===== config.mk =====
export PLATFORM = sky130hd
export DESIGN_NAME = load_store_unit
export DESIGN_NICKNAME = d
export VERILOG_FILES = /design/src/rtl/load_store_unit.sv
export SDC_FILE = /design/constraint.sdc
export NUM_CORES = 1
export LEC_CHECK = 0
export BUFFER_PORTS_ARGS = -buffer_cell sky130_fd_sc_hd__buf_2
export CAP_MARGIN = 20
export CORE_MARGIN = 3
export CORE_UTILIZATION = 49
export DETAILED_ROUTE_END_ITERATION = 12
export PLACE_DENSITY_LB_ADDON = 0.15
export SYNTH_ARGS = -nofsm -noshare
export SYNTH_HDL_FRONTEND = slang
export SYNTH_SLANG_ARGS = --single-unit

===== constraint.sdc =====
create_clock -name clock -period 2.1 [get_ports clock]
set_input_delay 0.21 -clock clock [delete_from_list [all_inputs] [get_ports clock]]
set_output_delay 0.21 -clock clock [all_outputs]
set_load 0.01 [all_outputs]

===== src/rtl/load_store_unit.sv =====
// Load/store unit between the core and a single-ported, 32-bit, word-addressed data memory.
// Handles sub-word loads with sign/zero extension and sub-word stores as read-modify-write.
module load_store_unit (
    input  logic        clock,
    input  logic        reset_n,
    input  logic        req_valid,
    output logic        req_ready,
    input  logic        req_write,
    input  logic [1:0]  req_size,
    input  logic        req_unsigned,
    input  logic [31:0] req_addr,
    input  logic [31:0] req_wdata,
    output logic        resp_valid,
    output logic [31:0] resp_rdata,
    output logic        resp_error,
    output logic        MemRead,
    output logic        MemWrite,
    output logic [31:0] endereco,
    output logic [31:0] write_data,
    input  logic [31:0] read_data
);

    typedef enum logic [2:0] {
        IDLE   = 3'd0,
        LOAD   = 3'd1,
        RMW_RD = 3'd2,
        RMW_WR = 3'd3,
        STORE  = 3'd4,
        DONE   = 3'd5
    } state_t;

    state_t      state;
    logic        r_write;
    logic [1:0]  r_size;
    logic        r_unsigned;
    logic [31:0] r_addr;
    logic [31:0] r_wdata;

    logic        misaligned;
    logic [4:0]  lane_sh;
    logic [7:0]  lane_b;
    logic [15:0] lane_h;
    logic [31:0] load_data;
    logic [31:0] merged;

    assign req_ready = (state == IDLE);

    // Alignment is judged on the live request so the accept edge can route straight to DONE.
    always_comb begin
        case (req_size)
            2'b00:   misaligned = 1'b0;
            2'b01:   misaligned = req_addr[0];
            2'b10:   misaligned = |req_addr[1:0];
            default: misaligned = 1'b1;
        endcase
    end

    always_comb begin
        lane_sh = {r_addr[1:0], 3'b000};
        lane_b  = read_data[lane_sh +: 8];
        lane_h  = r_addr[1] ? read_data[31:16] : read_data[15:0];
        case (r_size)
            2'b00:   load_data = {{24{~r_unsigned & lane_b[7]}}, lane_b};
            2'b01:   load_data = {{16{~r_unsigned & lane_h[15]}}, lane_h};
            default: load_data = read_data;
        endcase
        merged = read_data;
        case (r_size)
            2'b00: merged[lane_sh +: 8] = r_wdata[7:0];
            2'b01: begin
                if (r_addr[1]) merged[31:16] = r_wdata[15:0];
                else           merged[15:0]  = r_wdata[15:0];
            end
            default: merged = r_wdata;
        endcase
    end

    // write_data doubles as the merge buffer: the merged word is latched at the RMW_RD edge
    // and presented unchanged during RMW_WR.
    always_ff @(posedge clock or negedge reset_n) begin
        if (!reset_n) begin
            state      <= IDLE;
            r_write    <= 1'b0;
            r_size     <= 2'b00;
            r_unsigned <= 1'b0;
            r_addr     <= 32'd0;
            r_wdata    <= 32'd0;
            resp_valid <= 1'b0;
            resp_rdata <= 32'd0;
            resp_error <= 1'b0;
            MemRead    <= 1'b0;
            MemWrite   <= 1'b0;
            endereco   <= 32'd0;
            write_data <= 32'd0;
        end else begin
            case (state)
                IDLE: begin
                    if (req_valid) begin
                        r_write    <= req_write;
                        r_size     <= req_size;
                        r_unsigned <= req_unsigned;
                        r_addr     <= req_addr;
                        r_wdata    <= req_wdata;
                        if (misaligned) begin
                            state      <= DONE;
                            resp_valid <= 1'b1;
                            resp_error <= 1'b1;
                        end else if (!req_write) begin
                            state    <= LOAD;
                            MemRead  <= 1'b1;
                            endereco <= {req_addr[31:2], 2'b00};
                        end else if (req_size == 2'b10) begin
                            state      <= STORE;
                            MemWrite   <= 1'b1;
                            endereco   <= {req_addr[31:2], 2'b00};
                            write_data <= req_wdata;
                        end else begin
                            state    <= RMW_RD;
                            MemRead  <= 1'b1;
                            endereco <= {req_addr[31:2], 2'b00};
                        end
                    end
                end
                LOAD: begin
                    MemRead    <= 1'b0;
                    endereco   <= 32'd0;
                    resp_rdata <= r_write ? 32'd0 : load_data;
                    resp_valid <= 1'b1;
                    state      <= DONE;
                end
                RMW_RD: begin
                    MemRead    <= 1'b0;
                    MemWrite   <= 1'b1;
                    write_data <= merged;
                    endereco   <= {r_addr[31:2], 2'b00};
                    state      <= RMW_WR;
                end
                RMW_WR, STORE: begin
                    MemWrite   <= 1'b0;
                    write_data <= 32'd0;
                    endereco   <= 32'd0;
                    resp_valid <= 1'b1;
                    state      <= DONE;
                end
                DONE: begin
                    resp_valid <= 1'b0;
                    resp_error <= 1'b0;
                    resp_rdata <= 32'd0;
                    state      <= IDLE;
                end
                default: state <= IDLE;
            endcase
        end
    end

endmodule


# Yosys cells after proc, flatten, opt, wreduce, memory -nomap -nowiden
# Cells that the tools add are included.
# classes
addsub	1
multipliers	0
n_div	0
order_cmp	0
n_eq_ne	14
shifts	3
muxes	36
bitwise	3
n_reduce_logical	19
# op_table
cell	count
two-way mux 32 bit	7
case mux 32 bit (2 select lines)	3
case mux 32 bit (3 select lines)	2
two-way mux 16 bit	3
bitwise mux 32 bit	1
variable shift 8 x 7 -> 32 bit, first input constant	1
variable part select 32 x 6 -> 8 bit	1
variable part select 8 x 7 -> 32 bit	1
two-way mux 3 bit	4
two-way mux 1 bit	10
case mux 1 bit (3 select lines)	3
case mux 3 bit (3 select lines)	1
AND reduction 3 bit	3
nonzero test 3 bit	3
negator 5 -> 7 bit	1
equality test 3 x 2 -> 1 bit, second input constant	2
equality test 3 bit, second input constant	2
inequality test 2 x 1 -> 1 bit, second input constant	3
nonzero test 2 bit	3
OR reduction 2 bit	3
AND reduction 5 bit	1
equality test 2 x 1 -> 1 bit, second input constant	2
logical NOT 2 bit	2
inequality test 2 bit, second input constant	2
10 further kinds	12
# word_totals
regBits	171
latch_bits	0
ram_bits	0
mem_bits_ro	0
in_bits	103
word_cells	89
n_memories	0

# Logic depth before layout (Yosys ltp)
# logic_depth
ltp_word	6
depth_mapped	9
mapped_depth_nobuf	6

# Worst setup path before layout
# OpenSTA, ideal clock, no wires.
# synth_timing
path_kind	register -> register
start	register r_addr[1]
end	register write_data[21]
arrival_ps	2286
required_time_ps	2018
slack_ps	-268
stages_incl_launch_ff	9
n_path_buf	2
synth_period_minus_slack_ps	2368
path_cell_list	dfrtp_1 > buf_2 > buf_2 > inv_1 > ha_1 > or4b_2 > nor3_1 > o31ai_1 > a31oi_1
# synth_between
elab_chain_cells	5
# synth_rtl
item	line	source
from (decl)	36	logic [31:0] r_addr;
from (signal assigned)	102	r_addr <= req_addr;
negator 5 -> 7 bit	69	2'b00: merged[lane_sh +: 8] = r_wdata[7:0];
variable part select 8 x 7 -> 32 bit or variable shift 8 x 7 -> 32 bit (tied branches)	69	
bitwise mux 32 bit	69	
case mux 32 bit (2 select lines) (*)	68	case (r_size)
case mux 32 bit (3 select lines) (*)	96	case (state)
to (signal assigned)	116	write_data <= req_wdata;
to (signal assigned)	134	write_data <= merged;
to (decl)	19	output logic [31:0] write_data,
# Mark *: on every way between the ends. The rest lies on a longest branch, timed or not.
# A chain may end at the register's enable or synchronous reset.

# Worst setup path after layout
# layout_timing
start	register r_addr[1]
end	register write_data[0]
# Same word-level chain as after synthesis.

==> run metrics <==
vias in the first global route=7722; vias after detailed routing=roughly 7.8k; first-pass GRT wire length=41.21 mm; Crit path arrival time=2.34 ns; maxcap violations=0; hold_ws=0.02082 ns; area delta synth->final=24.73%; Sw Ratio=40.66%; Synth Warn #=0; port buffer count=201; Post-route DRC=0; commonest cells after routing, fill and taps aside=200 x buf_2, 167 x dfrtp_1, 107 x mux2_2, 70 x o21ai_0, 58 x nand2_1; RR Startpoint=r_addr[1]; clk_lat worst skew=approximately 0.43 ns; die width=141.0 um; Critical Path Source Type=register; Die Area=roughly 0.020 sq mm; GP Congestion=about 0.87; Int Pwr=approximately 11 mW; TritonCTS Buffers=17; GRT Residual Overflow=0; fin crit share=95.11%; Seq pwr share=32.9%; Pleak=between 5 and 6 nW; final worst setup slack=0.1027 ns; Post-synth EDFFs=0; final instance area=about 0.011 sq mm; Worst-path clk slew=~0.080 ns; Yosys cell types=54; Layout Skew=between 0.008 and 0.009 ns; crit path time final=1.997 ns; htree depth=4; total wire length=26.08 mm; io pins=204; met2 usage in global routing=about 42%; HPWL after detailed placement=18.59 mm; Hold Startpoint=req_addr[4]; Least-Margin Pin Slew=0.5980 ns; share of post-route cells with drive strength above 1=41.00%; Req. time, crit path=roughly 2.4 ns; Yosys top cell area share=47.38%; asr flop ratio synth=100.0%; TNS Setup=0 ns; R2R depth=6; post-synthesis sequential area ratio=47.38%; critical path endpoint=write_data[0]; DRT antenna net count=0; met3 usage=7.123%; Rows=48; clk root buf=clkbuf_16; HP Class=in2reg; Main synth FF type=dfrtp_1; area leader, netlist=dfrtp_1; final setup vio count=0; critical path endpoint category=register; Cell Area, Synth=0.008926 sq mm; crit path kind=reg2reg; initial antenna violation count=1; worst reg2reg endpoint=write_data[0]; Initial DRC Count=534; status=finished clean; DR WL/cell=a little over 20 um; syn_area_per_cell=10.85 sq um; M1 GR Usage=32.92%; GRT Total Usage=25.96%; combinational group share of total power=between 50% and 60%; Slew HR=60.05%; CP Max Fanout=8; clock sink count=169; Yosys reg bits=169; CTS tree=yes; CTS Buffer Depth=2; Crit. Startpoint=r_addr[1]; net switching power=7.358 mW; ranking of synthesized cells by area=dfrtp_1 47%, mux2_2 13%, o21ai_0 3.9%; initial core utilization=50.90%; Mapped Cells=823; GR peak layer=met2; Max Fclk=between 0.5 and 0.6 GHz; die height=between 100 and 150 um; dpl ws=-0.01725 ns; Via density=6.135; largest net degree at the start of global routing=70; Final Hold Viols=0; Clock Power Share=17.0%; DRT Pass-1 Iters=5; most common cell after layout, fill and taps aside=buf_2; VDD IR max=0.7680 mV; placed instance area=0.01048 sq mm; CORE AREA=around 0.018 sq mm; worst reg2reg setup slack=0.10 ns; PwrDens=1625 mW/mm^2; # nets final=1134; fin util=63.48%; Final Max Tran Viols=0
## power by group through the flow
stage / registers, mW / logic [mW] / clock network, mW
after CTS: 5.93 / 9.01 / 3.14
after floorplan: 6.03 / 5.69 / 0
final: 5.95 / 9.07 / 3.08
after global placement: 5.93 / 8.80 / 0
after detailed placement: 5.97 / 8.96 / 0
after global routing: 6.12 / 9.84 / 3.30
## worst min path at each step
| stage | to | depth (start not counted) | slack [ns] |
|---|---|---|---|
| final | r_addr[4] | 2 | 0.02 |
| after global routing | r_addr[6] | 2 | 0.005 |
| after detailed placement | resp_rdata[4] | 1 | 0.14 |
| after floorplan | MemRead | 0 | -0.09 |
| after CTS | r_addr[10] | 2 | 0.007 |
| after global placement | resp_rdata[4] | 1 | 0.14 |
## area by class of cell
type                            count  area (sq um)
Inverter                           11         45.04
Tap cell                          225         281.5
Fill cell                        1457          6404
Clock inverter                     15         151.4
Clock buffer                       17         425.4
Multi-Input combinational cell    567          4400
Antenna cell                        1         2.502
Sequential cell                   169          4232
Timing Repair Buffer              260          1595
## cells in the mapped netlist (3+ instances only)
master and instances:
a31oi_1 32, and3_1 6, a211o_1 11, and2_1 4, o21ai_0 70, a21oi_1 31
clkbuf_1 35, a221o_1 24, nor2b_1 23, and3b_1 8, inv_1 9, mux2_2 107
buf_1 6, a22o_1 38, buf_4 4, nand3_1 9, nor2_1 13, ha_1 5
o22ai_1 11, a22oi_1 9, o31ai_1 9, buf_2 29, a211oi_1 10, buf_6 3
o221ai_1 8, o22a_1 12, nor3_1 11, nand4_1 8, nand2b_1 3, a32o_1 8
dfrtp_1 169, nand2_1 58, nor3b_1 3, a2111oi_0 4, nor4b_1 9, mux4_2 4
## registers in the layout (all words and copies together), names as in the netlist
name and cells:
r_addr 32, r_wdata 32, resp_rdata 32, write_data 32, endereco 30, state 3
r_size 2, MemRead 1, MemWrite 1, r_unsigned 1, r_write 1, resp_error 1
resp_valid 1
## what timing repair did
item	4_1_cts	5_1_grt
gates resized for setup	2	3
cloned	0	0
pin swaps	1	1
endpoints found under the hold margin	36	0
setup buffers	0	3
hold buffers	1	0
endpoints found under the setup margin	18	33
## per-stage QoR
| stage | total power [mW] | cells |
|---|---|---|
| 2_1_floorplan | 11.72 | 824 |
| 3_3_place_gp | 14.72 | 1228 |
| 3_5_place_dp | 14.93 | 1228 |
| 4_1_cts | 18.08 | 1261 |
| 5_1_grt | 19.26 | 1264 |
| 6_report | 18.09 | 1265 |
## worst max-delay path, stage by stage (launching register included)
cell        delay [ns]
dfrtp_2           0.46
clkinvlp_4        0.16
ha_4              0.29
nor3b_4           0.34
o21ai_0           0.13
a221o_1           0.36
a31oi_1           0.18
## routing by layer
layer  share of wire (%)  up-vias
met5               0.027        -
met4                 3.2        2
met3                 8.3       57
met2                  47      322
met1                  41     3818
li1                    -     3562
## cell families after synthesis
family,after synthesis,synth area share [%]
other,1,0.04201
buffers and inverters,88,4.528
muxes,111,14.51
DFF,169,47.38
and+or+nand+nor,165,10.08
xor gates and xnor gates,1,0.09814
adders and majority gates,5,0.7009
AOI/OAI and AO/OA,283,22.67
Note: power is estimated with default switching activity, not from simulation.
